<file path="src/rtl/seg7_display_arbiter_pkg.sv">
// Shared definitions for the 7-segment display arbiter and its helpers.
package seg7_display_arbiter_pkg;

  localparam int SEG7_VALUE_W   = 8;
  localparam int DEF_HOLD_TICKS = 250;
  localparam int DEF_GAP_TICKS  = 20;

  typedef enum logic [1:0] {
    IDLE = 2'd0,
    HOLD = 2'd1,
    GAP  = 2'd2
  } arb_state_e;

  function automatic int max3(input int a, input int b, input int c);
    int m;
    m = (a > b) ? a : b;
    return (m > c) ? m : c;
  endfunction

endpackage

</file>
<file path="src/rtl/seg7_display_arbiter_rr_pick.sv">
// Round-robin picker: first asserted request at or after start_i, wrapping.
// Purely combinational, no state.
module rr_pick #(
  parameter int N     = 4,
  parameter int IDX_W = (N > 1) ? $clog2(N) : 1
) (
  input  logic [N-1:0]     req_i,
  input  logic [IDX_W-1:0] start_i,
  output logic             found_o,
  output logic [IDX_W-1:0] idx_o
);

  int               j;
  logic [IDX_W-1:0] jj;

  // Walk the candidates backwards so the nearest one to start_i is written last.
  always_comb begin
    found_o = 1'b0;
    idx_o   = '0;
    j       = 0;
    jj      = '0;
    for (int k = N - 1; k >= 0; k--) begin
      j  = (int'(start_i) + k) % N;
      jj = IDX_W'(j);
      if (req_i[jj]) begin
        found_o = 1'b1;
        idx_o   = jj;
      end
    end
  end

endmodule

</file>
<file path="src/rtl/seg7_display_arbiter.sv">
// Shares one 3-digit 7-segment display between NUM_REQ requesters, round-robin,
// with a minimum hold per owner and an optional blank gap; all outputs registered.
module seg7_display_arbiter
  import seg7_display_arbiter_pkg::*;
#(
  parameter  int NUM_REQ    = 4,
  parameter  int HOLD_TICKS = DEF_HOLD_TICKS,
  parameter  int GAP_TICKS  = DEF_GAP_TICKS,
  localparam int OWN_W      = $clog2(NUM_REQ)
) (
  input  logic                            reset,
  input  logic                            slow_clk,
  input  logic [NUM_REQ-1:0]              req_i,
  input  logic [SEG7_VALUE_W*NUM_REQ-1:0] value_i,
  output logic [NUM_REQ-1:0]              grant_o,
  output logic [OWN_W-1:0]                owner_o,
  output logic [SEG7_VALUE_W-1:0]         number_out_o,
  output logic                            blank_o
);

  localparam int               CNT_W     = $clog2(max3(HOLD_TICKS, GAP_TICKS, 2));
  localparam logic [CNT_W-1:0] HOLD_LAST = CNT_W'(HOLD_TICKS - 1);
  localparam logic [CNT_W-1:0] GAP_LAST  = CNT_W'((GAP_TICKS > 0) ? GAP_TICKS - 1 : 0);
  localparam bit               DIRECT    = (GAP_TICKS == 0);

  arb_state_e              state_q;
  logic [CNT_W-1:0]        cnt_q, cnt_d;
  logic [OWN_W-1:0]        ptr_q, ptr_d;
  logic [NUM_REQ-1:0]      grant_q;
  logic [OWN_W-1:0]        owner_q;
  logic [SEG7_VALUE_W-1:0] number_q;
  logic                    blank_q;

  logic                    pick_found;
  logic [OWN_W-1:0]        pick_idx;
  logic                    others_req, owner_req, hold_done, gap_done, do_grant;
  logic [SEG7_VALUE_W-1:0] owner_val, win_val;

  rr_pick #(
    .N     (NUM_REQ),
    .IDX_W (OWN_W)
  ) u_rr_pick (
    .req_i   (req_i),
    .start_i (ptr_q),
    .found_o (pick_found),
    .idx_o   (pick_idx)
  );

  always_comb begin
    others_req = |(req_i & ~grant_q);
    owner_req  = req_i[owner_q];
    owner_val  = value_i[int'(owner_q)*SEG7_VALUE_W +: SEG7_VALUE_W];
    win_val    = value_i[int'(pick_idx)*SEG7_VALUE_W +: SEG7_VALUE_W];
    hold_done  = (cnt_q == HOLD_LAST);
    gap_done   = (cnt_q == GAP_LAST);
    ptr_d      = (int'(pick_idx) == NUM_REQ - 1) ? '0 : pick_idx + OWN_W'(1);
    cnt_d      = (state_q == HOLD && hold_done) ? cnt_q : cnt_q + CNT_W'(1);
    // Every path into HOLD (idle start, direct handover, end of gap) shares one grant edge.
    do_grant   = ((state_q == IDLE) && pick_found) ||
                 ((state_q == HOLD) && hold_done && others_req && DIRECT) ||
                 ((state_q == GAP) && gap_done && pick_found);
  end

  always_ff @(posedge slow_clk or posedge reset) begin
    if (reset) begin
      state_q  <= IDLE;
      cnt_q    <= '0;
      ptr_q    <= '0;
      grant_q  <= '0;
      owner_q  <= '0;
      number_q <= '0;
      blank_q  <= 1'b1;
    end else if (do_grant) begin
      state_q  <= HOLD;
      cnt_q    <= '0;
      ptr_q    <= ptr_d;
      grant_q  <= NUM_REQ'(1) << pick_idx;
      owner_q  <= pick_idx;
      number_q <= win_val;
      blank_q  <= 1'b0;
    end else begin
      case (state_q)
        IDLE: ;
        HOLD: begin
          cnt_q <= cnt_d;
          if (owner_req) number_q <= owner_val;
          if (hold_done) begin
            if (others_req) begin
              state_q <= GAP;
              grant_q <= '0;
              blank_q <= 1'b1;
              cnt_q   <= '0;
            end else if (!owner_req) begin
              state_q <= IDLE;
              grant_q <= '0;
              blank_q <= 1'b1;
            end
          end
        end
        GAP: begin
          if (gap_done) state_q <= IDLE;
          else          cnt_q   <= cnt_d;
        end
        default: state_q <= IDLE;
      endcase
    end
  end

  assign grant_o      = grant_q;
  assign owner_o      = owner_q;
  assign number_out_o = number_q;
  assign blank_o      = blank_q;

endmodule

</file>
<file path="config.mk">
export PLATFORM = sky130hd
export DESIGN_NAME = seg7_display_arbiter
export DESIGN_NICKNAME = d
export VERILOG_FILES = /design/src/rtl/seg7_display_arbiter_pkg.sv /design/src/rtl/seg7_display_arbiter_rr_pick.sv /design/src/rtl/seg7_display_arbiter.sv
export SDC_FILE = /design/constraint.sdc
export NUM_CORES = 1
export LEC_CHECK = 0
export ABC_AREA = 1
export ABC_CLOCK_PERIOD_IN_PS = 1660
export BUFFER_PORTS_ARGS = -buffer_cell sky130_fd_sc_hd__buf_2
export CORE_MARGIN = 2
export CORE_UTILIZATION = 30
export DETAILED_ROUTE_END_ITERATION = 10
export PLACE_DENSITY = 0.57
export SLEW_MARGIN = 20
export SYNTH_ARGS = -nofsm -noshare
export SYNTH_HDL_FRONTEND = slang
export SYNTH_SLANG_ARGS = --single-unit
</file>
<file path="constraint.sdc">
create_clock -name slow_clk -period 1.66 [get_ports slow_clk]
set_input_delay 0.083 -clock slow_clk [delete_from_list [all_inputs] [get_ports slow_clk]]
set_output_delay 0.083 -clock slow_clk [all_outputs]
set_load 0.05 [all_outputs]
</file>
# Yosys cells after proc, flatten, opt, wreduce, memory -nomap -nowiden
# Cells that the tools add are included.
dict set report word_totals {
  register_bits 27
  output_inout_bits 15
}
dict set report classes {
  n_addsub 5
  n_lt_le_gt_ge 5
  n_eq_ne 11
  n_shift 3
  muxes 44
  bitwise_logic 2
  n_reduce_logical 15
}
# op n
set ops {}
lappend ops {{2-to-1 mux 8 bit} 8}
lappend ops {{variable part select 32 x 6 -> 8 bit} 2}
lappend ops {{2-to-1 mux 2 bit} 10}
lappend ops {{2-to-1 mux 4 bit} 5}
lappend ops {{one-hot mux 8 bit (2 select lines)} 1}
lappend ops {{< comparator 2 x 3 -> 1 bit (second input constant)} 5}
lappend ops {{2-to-1 mux 1 bit} 14}
lappend ops {{binary-select mux 1 bit (select 2 bit)} 5}
lappend ops {{inequality test 3 bit (second input constant)} 3}
lappend ops {{adder 8 x 1 -> 8 bit (second input constant)} 1}
lappend ops {{equality test 8 x 5 -> 1 bit (second input constant)} 1}
lappend ops {{equality test 8 bit (second input constant)} 1}
lappend ops {{one-hot mux 2 bit (3 select lines)} 1}
lappend ops {{nonzero test 2 bit} 3}
lappend ops {{adder 2 x 1 -> 2 bit (second input constant)} 2}
lappend ops {{adder 2 bit (second input constant)} 2}
lappend ops {{AND 4 bit} 1}
lappend ops {{equality test 2 x 1 -> 1 bit (second input constant)} 2}
lappend ops {{logical AND 1 bit} 4}
lappend ops {{inequality test 4 bit (second input constant)} 1}
lappend ops {{NOT 4 bit} 1}
lappend ops {{AND reduction 2 bit} 2}
lappend ops {{AND reduction 4 bit} 1}
lappend ops {{OR reduction 4 bit} 1}
lappend ops {{8 further kinds} 8}

# Logic depth before layout (Yosys ltp)
# Gate-level depths: netlist of run 1.
dict set report depth {
  ltp_word 11
  ltp_mapped 17
}

# By module
# Synthesis of run 1 repeated with hierarchy kept, for this count alone.
dict set report unflattened {
  hier_cells 340
  area_unflattened_um2 2145.8
}
# module instances cells_per_inst area_per_inst_um2
set by_module_without_submodules {}
lappend by_module_without_submodules {seg7_display_arbiter 1 294 1933.1}
lappend by_module_without_submodules {rr_pick 1 46 212.7}

# Worst setup path after synthesis of run 1
# No wires, ideal clock.
dict set report synth_timing {
  kind {register -> register}
  start {register owner_q[0], in the netlist owner_o[0]}
  end {register number_q[0], in the netlist number_out_o[0]}
  arrival_ps 1781
  t_required_ps 1542
  path_slack_ps -239
  path_stages_with_launch 9
  period_less_slack_ps 1899
  cell_sequence {dfrtp_1 -> inv_1 -> a21oi_1 -> a32oi_1 -> or2_2 -> nand2_1 -> inv_1 -> nand2_1 -> nand2_1}
}
dict set report synth_between {
  elab_chain_cells 4
  elab_cells_between_ends 8
  classes_between {shift (1); mux (5); reduce/logical (2)}
}
# element line
set synth_lines {}
lappend synth_lines {{start, declared} seg7_display_arbiter.sv:30} ;# logic [OWN_W-1:0] owner_q;
lappend synth_lines {{start signal, assigned} seg7_display_arbiter.sv:78} ;# owner_q <= pick_idx;
lappend synth_lines {{variable part select 32 x 6 -> 8 bit / binary-select mux 1 bit (select 2 bit) (equally long branches)} {seg7_display_arbiter.sv:52, seg7_display_arbiter.sv:51}}
lappend synth_lines {{2-to-1 mux 8 bit / 2-to-1 mux 1 bit (equally long branches)} {seg7_display_arbiter.sv:86, seg7_display_arbiter.sv:51}}
lappend synth_lines {{2-to-1 mux 8 bit / nonzero test 2 bit (equally long branches)} n/a}
lappend synth_lines {{2-to-1 mux 8 bit / AND reduction 2 bit (equally long branches)} n/a}
lappend synth_lines {{end signal, assigned} seg7_display_arbiter.sv:79} ;# number_q <= win_val;
lappend synth_lines {{end signal, assigned} seg7_display_arbiter.sv:86} ;# if (owner_req) number_q <= owner_val;
lappend synth_lines {{end, declared} seg7_display_arbiter.sv:31} ;# logic [SEG7_VALUE_W-1:0] number_q;
# Parallel ways exist; a longest one is shown, timed or not. The select of a mux whose other input is x is not followed.
# A chain may end at the register's enable or synchronous reset.

# Final worst setup path of run 1
dict set report layout_timing {
  start {register ptr_q[0]}
  end {register number_q[2], in the netlist number_out_o[2]}
}
dict set report layout_between {
  elab_chain_cells 11
  elab_cells_between_ends 27
  classes_between {add/sub (3); shift (1); mux (17); reduce/logical (6)}
}
# element line
set layout_lines {}
lappend layout_lines {{start, declared} seg7_display_arbiter.sv:28} ;# logic [OWN_W-1:0] ptr_q, ptr_d;
lappend layout_lines {{start signal, assigned} seg7_display_arbiter.sv:76} ;# ptr_q <= ptr_d;
lappend layout_lines {{branches (longest 11 deep; another with adder 2 bit)} n/a}
# Parallel ways; which one is timed is not known. The select of a mux whose other input is x is not followed.

==> results of run 1 <==
worst reg2reg max path, cell delays in order (launching register included):
cell,delay [ns]
dfrtp_2,0.46
buf_12,0.15
clkinv_8,0.05
nand2_4,0.05
nand2_4,0.08
nand2_4,0.07
nand2_4,0.10
nor2_4,0.05
nand2_2,0.07
nand2_4,0.10
buf_12,0.14
o21ai_4,0.18
buf_12,0.15
inv_8,0.05
nand3_2,0.07
nand2_2,0.05
nand2_2,0.05
nand2_1,0.05
per-stage QoR:
step,setup WS [ns],area (µm²),hold WS [ns],TNS (ns),utilization (%)
finish,-0.3549,3498,0.1802,-6.325,50.93
global route,-0.4848,3498,0.2121,-9.210,50.93
floorplan,-0.1168,2200,0.1347,-1.163,-
detailed placement,-0.4382,2937,0.1737,-7.917,42.75
global placement,-0.4090,2937,0.1665,-6.836,42.75
CTS,-0.3100,3283,0.1842,-5.192,47.80
registers in the layout, summed over array words and instances (netlist names):
register and count:
blank_o 1, cnt_q 8, grant_o 4, number_out_o 8, owner_o 2, ptr_q 2, state_q 2
layout by cell type (no fill, tap or decap), drive strengths merged:
| cell | synthesis | layout |
|---|---|---|
| nand4 | 1 | 1 |
| clkinvlp | 0 | 1 |
| xor2 | 1 | 1 |
| dfstp | 1 | 1 |
| clkbuf | 0 | 4 |
| nor2 | 15 | 15 |
| nand2 | 117 | 117 |
| o22ai | 4 | 4 |
| mux2i | 1 | 1 |
| dlygate4sd3 | 0 | 1 |
| nand3 | 52 | 52 |
| buf | 5 | 122 |
| nor3b | 1 | 1 |
| and2 | 1 | 1 |
| o21a | 1 | 1 |
| a31oi | 1 | 1 |
| nor3 | 4 | 4 |
| ha | 6 | 6 |
| a211oi | 2 | 2 |
| a21oi | 8 | 8 |
| clkinv | 0 | 1 |
| or2 | 1 | 1 |
| o21ai | 9 | 9 |
| dfrtp | 26 | 26 |
| a32oi | 1 | 1 |
| inv | 66 | 65 |
routing by layer:
metal  vias to the layer above  GRT usage, %  share of wire, %
met3                        11         1.586               1.8
met4                         0         7.438               2.6
met1                      1154         21.77                45
met5                         -             0                 0
li1                       1253             -                 -
met2                        36         30.14                51
how the worst max path moves through the flow:
stage	start	slack, ns	depth (start not counted)	end
after global routing	ptr_q[0]	-0.48	17	number_out_o[1]
after global placement	cnt_q[0]	-0.41	14	number_out_o[2]
after detailed placement	ptr_q[0]	-0.44	14	number_out_o[2]
after floorplan	cnt_q[0]	-0.12	14	number_out_o[0]
final	ptr_q[0]	-0.35	17	number_out_o[2]
after CTS	ptr_q[0]	-0.31	17	number_out_o[2]
cell families after synthesis:
family          after synthesis
fa+ha+maj                     6
buf+inv                      71
compound gates               26
mux                           1
simple gates                192
flops                        27
xor+xnor                      1
repair_timing:
action,in CTS,in global routing
hold endpoints to repair,26,0
setup endpoints to repair,27,27
hold buffers,1,0
pin swaps,11,5
setup buffers,12,5
resized for setup,52,37
cloned,0,1
final cells by class:
class | instances | area share [%]
repair buffers | 124 | 25.18
clock buffers | 3 | 1.180
clock inverters | 1 | 0.2146
inverters | 66 | 7.654
well taps | 96 | 3.433
multi-input cells | 226 | 42.78
flip-flops and latches | 27 | 19.56
power groups by stage:
stage,Combinational [µW],Clock [µW],Sequential (µW)
global route,313,439,674
finish,283,405,673
CTS,272,414,673
floorplan,111,0,721
global placement,247,0,686
detailed placement,251,0,685
==> summary.md, run 1 <==
| Metric | Value |
|---|---|
| Outcome | `complete, but fails checks` |
| Failing checks | `setup timing` |
| Synthesis Warnings | `0` |
| GP Congestion | `slightly below 0.9` |
| Vias in the first global route | `~2400` |
| Syn Nets | `368` |
| Largest area contributor in the synthesized netlist | `dfrtp_1` |
| DR WL/cell | `roughly 12 µm` |
| Crit path required time | `approximately 1.9 ns` |
| Adder-cell share of the synthesized area | `~3.5%` |
| DRC viols | `0` |
| Slew HR | `roughly three quarters` |
| Diode count | `0` |
| Core area | `between 6000 and 7000 µm²` |
| Main combinational cell family by area after synthesis | `simple AND/OR/NAND/NOR gates` |
| Ports | `53` |
| Nets | `492` |
| Area of the multi-input gates | `about 1500 µm²` |
| Clock skew | `0.008594 ns` |
| H-tree depth | `1` |
| Post-Layout Cell Count | `543` |
| Max Cap Viol | `0` |
| Synth cell count leaders | `nand2_1 (106), inv_1 (63), nand3_1 (43), dfrtp_1 (26), nor2_1 (12)` |
| Kind of critical path | `flop to flop` |
| Initial Util | `a little under a third` |
| IO Port Bufs | `52` |
| CTS Root Cell | `clkbuf_8` |
| First-pass GRT wire length | `between 10 and 15 mm` |
| Register area | `684.4 µm²` |
| RSZ-0062 raised after global routing | `yes` |
| Sw frac | `between 20% and 30%` |
| Pwr Density | `approximately 390 nW/µm²` |
| Die width | `88.50 µm` |
| Total power draw | `1361 µW` |
| Sequential area share after synthesis | `a little under a third` |
| CTS Buffer Depth | `2` |
| Asr flop ratio synth | `100.0%` |
| All-Layer GR Usage | `between 10% and 20%` |
| Clk Latency, worst-skew pair | `a little under 0.3 ns` |
| Final hold vios | `0` |
| Max incr delay on CP | `0.46 ns` |
| Synth Area in Compound Gates | `slightly above 8%` |
| Clk pwr share | `between 20 and 30%` |
| Slowest cell on the critical path | `dfrtp_2` |
| Syn avg cell area | `6.611 µm²` |
| Crit Reg-Reg Endpoint | `number_out_o[2]` |
| Worst R2R Path Depth | `17` |
| Vert. Die Dim | `88.50 µm` |
| Top_reg_cell synth | `dfrtp_1` |
| Worst R2R Setup Slack | `-0.35 ns` |
| Logic pwr share | `20.8%` |
| RR Startpoint | `ptr_q[0]` |
| HP Start | `value_i[12]` |
| Lkg Pwr | `roughly 0.0019 µW` |
| Startpoint types | `flop` |
| Most frequent CP cell | `nand2_4` |
| Standard-cell rows | `30` |
| Worst setup margin | `-0.3549 ns` |
| Flops & latches, synth | `27` |
| Top cells by area, synth | `dfrtp_1 (30%), nand2_1 (19%), inv_1 (11%)` |
| CP Buf/Inv Count | `5` |
| Simple-Gate Fraction of Synth Area | `roughly two fifths` |
| Clk slew on worst S/H paths | `around 0.11 ns` |
| Placed Instances | `520` |
| Worst vdd ir | `approximately 0.27 mV` |
| Hold endpoint | `number_out_o[4]` |
| Period minus WS final | `2.015 ns` |
| Worst hold path type | `input port to flop` |
| Post-synthesis mux area share | `0.4673%` |
| Hold path depth | `7` |
| Worst-path cell chain | `buf_12 -> clkinv_8 -> nand2_4 -> nand2_4 -> nand2_4 -> nand2_4 -> nor2_4 -> nand2_2 -> nand2_4 -> buf_12 -> o21ai_4 -> buf_12 -> inv_8 -> nand3_2 -> nand2_2 -> nand2_2 -> nand2_1` |
| # setup viols final | `27` |
| Most frequent cell after synthesis | `nand2_1` |
| Antenna violations before repair | `0` |
| Layout cells sized above 1 | `between 50% and 60%` |
| Slew Viols, Final | `0` |
| Cell variety after synth | `37` |
| Grt ovf | `0` |
| Fin crit share | `121.4%` |
| Synth-to-Final Area Change | `63.32%` |
| TritonCTS clock tree | `done` |
| First-pass DRT Iterations | `4` |
| Measured slew at the worst slew-check pin | `~0.37 ns` |
| Fillers | `668` |
| DR vias/cell | `4.519` |
| Die area | `about 7800 µm²` |
| Post-Synth XOR/XNOR Area | `less than 1%` |
| Total Wirelength | `~6.5 mm` |
| CTS sink cnt | `27` |
| Via count | `between 2000 and 2500` |
| Post-synth design cell area | `approximately 2100 µm²` |
| CP top delay family | `simple AND/OR/NAND/NOR gates` |
| Number of synthesized flops with an enable pin | `0` |
| Final ANT Viol Nets | `0` |
| CP Capture Type | `flop` |
| CTS Buf Count | `3` |
| Internal | `about 960 µW` |
| Largest net degree at the start of global routing | `28` |
| WP data arrival | `~2.2 ns` |
| Reg power frac | `approximately 50%` |
| Fmax | `around 500 MHz` |
| Cells after Synth | `roughly 320` |
| DP HPWL | `approximately 4.8 mm` |
| P_sw | `around 400 µW` |
| DR iter-0 viols | `55` |
| Worst-path fanout max | `8` |
| Post-synth top area share | `30.37%` |
Power figures use the tool's default switching activity.
==> inputs of run 2 (changes only) <==
Settings changed: CORE_UTILIZATION 30 to 40, PLACE_DENSITY 0.57 to 0.7.
==> run 2 against run 1 <==
  * The run still ends with setup timing left
  * Clock-buffer cell count up 1
  * Setup slack better by 0.055 ns
  * Sequential share of layout area up 0.76 points
  * Fmax up 2.8%
  * Via count up 0.61%
  * Clock skew up 0.0027 ns
  * Register-to-register slack better by 0.06 ns
  * Core utilization up 14 points
  * Final area down 3.9%
  * Critical path depth down 3
  * Critical endpoint is now cnt_q[6]
  * Largest power group unchanged
==> summary.md, run 2 (synthesized netlist as in run 1, its figures left out) <==
| Metric | Value |
|---|---|
| Outcome | `complete, but fails checks` |
| Failing checks | `setup timing` |
| Grt ovf | `0 (unchanged)` |
| Final setup TNS | `-5.647 ns (+0.6781 ns)` |
| DRC viols | `0 (unchanged)` |
| Diode count | `0 (unchanged)` |
| Layout cells sized above 1 | `50.80% (-0.43 points)` |
| Measured slew at the worst slew-check pin | `0.3798 ns (+0.01178 ns)` |
| WP data arrival | `2.14 ns (-0.07 ns)` |
| CP Capture Type | `flop` |
| # setup viols final | `27 (unchanged)` |
| Startpoint types | `flop` |
| Core area | `5140 µm² (-25%)` |
| Via count | `2469 (+0.61%)` |
| CP top delay family | `simple AND/OR/NAND/NOR gates` |
| RSZ-0062 raised after global routing | `yes` |
| Pwr Density | `402.7 nW/µm² (+3.5%)` |
| CTS Buf Count | `3 (unchanged)` |
| GP Congestion | `0.9049 (+1.5%)` |
| Worst R2R Setup Slack | `-0.30 ns (+0.06 ns)` |
| Ports | `53 (unchanged)` |
| Most frequent cells in the layout | `nand2_1 (78), inv_1 (56), buf_2 (52)` |
| CTS Buffer Depth | `2 (unchanged)` |
| TritonCTS clock tree | `done` |
| Fmax | `510.3 MHz (+2.8%)` |
| Post-Layout Cell Count | `507 (-6.6%)` |
| Die area | `5957 µm² (-24%)` |
| Fin crit share | `118.0% (-3.3 points)` |
| Period minus WS final | `1.960 ns (-0.05532 ns)` |
| Synth-to-Final Area Change | `56.95%` |
| DR WL/cell | `12.60 µm (+4.7%)` |
| Kind of critical path | `flop to flop` |
| Final hold vios | `0 (unchanged)` |
| Standard-cell rows | `26 (-13%)` |
| Final ANT Viol Nets | `0 (unchanged)` |
| Clk Latency, worst-skew pair | `0.29 ns (about the same)` |
| Register area | `683.2 µm² (-0.18%)` |
| DR vias/cell | `4.870 (+7.8%)` |
| Max incr delay on CP | `0.47 ns (about the same)` |
| Fillers | `457 (-32%)` |
| Nets | `482 (-2.0%)` |
| DR iter-0 viols | `74 (+35%)` |
| Crit path required time | `1.84 ns (about the same)` |
| Placed Instances | `490 (-5.8%)` |
| Most frequent CP cell | `nand2_2` |
| CP Buf/Inv Count | `1 (-4)` |
| Critical path depth in cells | `14 (-3)` |
| Max Cap Viol | `0 (unchanged)` |
| Crit Reg-Reg Endpoint | `cnt_q[6]` |
| Total Wirelength | `6.390 mm (-2.2%)` |
| Hold path depth | `7 (unchanged)` |
| Antenna violations before repair | `0 (unchanged)` |
| Hold endpoint | `number_out_o[1]` |
| Worst R2R Path Depth | `14 (-3)` |
| Hold slack | `0.1806 ns (+0.0003380 ns)` |
| Clock skew | `0.01130 ns (+0.002702 ns)` |
| IO Port Bufs | `52 (unchanged)` |
| Initial Util | `41.67% (+10 points)` |
| Slew HR | `74.68% (-0.79 points)` |
| Largest net degree at the start of global routing | `28 (unchanged)` |
| Worst hold path type | `input port to flop` |
| All-Layer GR Usage | `20.80% (+3.5 points)` |
| CTS sink cnt | `27 (unchanged)` |
| Worst-path cell chain | `clkinv_4 -> nand2_2 -> nand2_2 -> nand2_2 -> nand2_4 -> nor2_4 -> nand2_4 -> nand2_8 -> nand3_4 -> nand3_4 -> nor2_2 -> nand2_1 -> nand2_1 -> and2_1` |
| Most common cell after layout, fill and taps aside | `nand2_1` |
| Slowest cell on the critical path | `dfrtp_2` |
| RR Startpoint | `ptr_q[0]` |
| Worst-path fanout max | `7 (-1)` |
| First-pass GRT wire length | `10.29 mm (-2.3%)` |
| Worst setup margin | `-0.2996 ns (+0.05532 ns)` |
| Lkg Pwr | `0.001838 µW (-2.4%)` |
| Vias in the first global route | `2394 (+0.084%)` |
| HP Start | `value_i[9]` |
| Area of the multi-input gates | `1513 µm² (+1.1%)` |
| First-pass DRT Iterations | `4 (unchanged)` |
| Die width | `77.18 µm (-13%)` |
| Vert. Die Dim | `77.18 µm (-13%)` |
| Slew Viols, Final | `0 (unchanged)` |
| DP HPWL | `4.416 mm (-7.9%)` |
| Worst vdd ir | `0.2822 mV (+3.5%)` |
| CTS Root Cell | `clkbuf_8` |
| H-tree depth | `1 (unchanged)` |
| Clk slew on worst S/H paths | `0.11 ns (about the same)` |
-- run 2: cell count changes in the layout (fill, tap and decap cells not counted), sizes merged --
| cell | delta |
|---|---|
| buf | -9 |
| clkinvlp | -1 |
-- run 2: cell type report --
cell class | instances | area share (%)
multi-input cells | 226 | 44.99
well taps | 70 | 2.605
repair buffers | 114 | 23.00
clock buffers | 4 | 1.340
flip-flops and latches | 27 | 20.32
inverters | 66 | 7.741
-- run 2: timing repair --
| item | 4_1_cts | 5_1_grt |
|---|---|---|
| resized for setup | 57 | 37 |
| setup buffers | 7 | 5 |
| pin swaps | 25 | 26 |
| hold buffers | 1 | 0 |
| hold endpoints to repair | 26 | 0 |
| endpoints found under the setup margin | 27 | 27 |
-- run 2: how the worst max path moves through the flow --
stage	slack (ns)	start	end
2_1_floorplan	-0.12	cnt_q[0]	number_out_o[0]
5_1_grt	-0.40	ptr_q[0]	cnt_q[6]
6_report	-0.30	ptr_q[0]	cnt_q[6]
4_1_cts	-0.22	ptr_q[0]	number_out_o[4]
3_5_place_dp	-0.39	ptr_q[0]	cnt_q[6]
3_3_place_gp	-0.31	ptr_q[0]	cnt_q[6]
-- run 2: power breakdown --
group / switching (µW) / total [µW] / internal [µW]
combinational: 164 / 278 / 114
sequential: 5.12 / 672 / 667
clock: 231 / 404 / 173
-- run 2: per-stage QoR --
stage / total power, µW / util (%) / area, µm² / setup WS, ns
6_report: 1354 / 65.41 / 3362 / -0.2996
5_1_grt: 1416 / 65.41 / 3362 / -0.4037
4_1_cts: 1335 / 61.73 / 3173 / -0.2234
3_5_place_dp: 926.6 / 55.67 / 2861 / -0.3937
3_3_place_gp: 924.3 / 55.67 / 2861 / -0.3147
2_1_floorplan: 831.7 / - / 2200 / -0.1168
-- run 2: worst register-to-register path: cells and delay by family (launching register included) --
family,cells,cell delay [ns]
buffers and inverters,1,0.11
AND/OR/NAND/NOR,13,1.26
flip-flops,1,0.47
-- run 2: per-layer routing --
metal | vias to the layer above | global-route usage, % | wire [µm]
met5 | - | 0 | 0
met4 | 0 | 5.357 | 59
met3 | 7 | 2.471 | 234
met2 | 63 | 36.61 | 3396
met1 | 1167 | 26.96 | 2699
li1 | 1232 | - | -
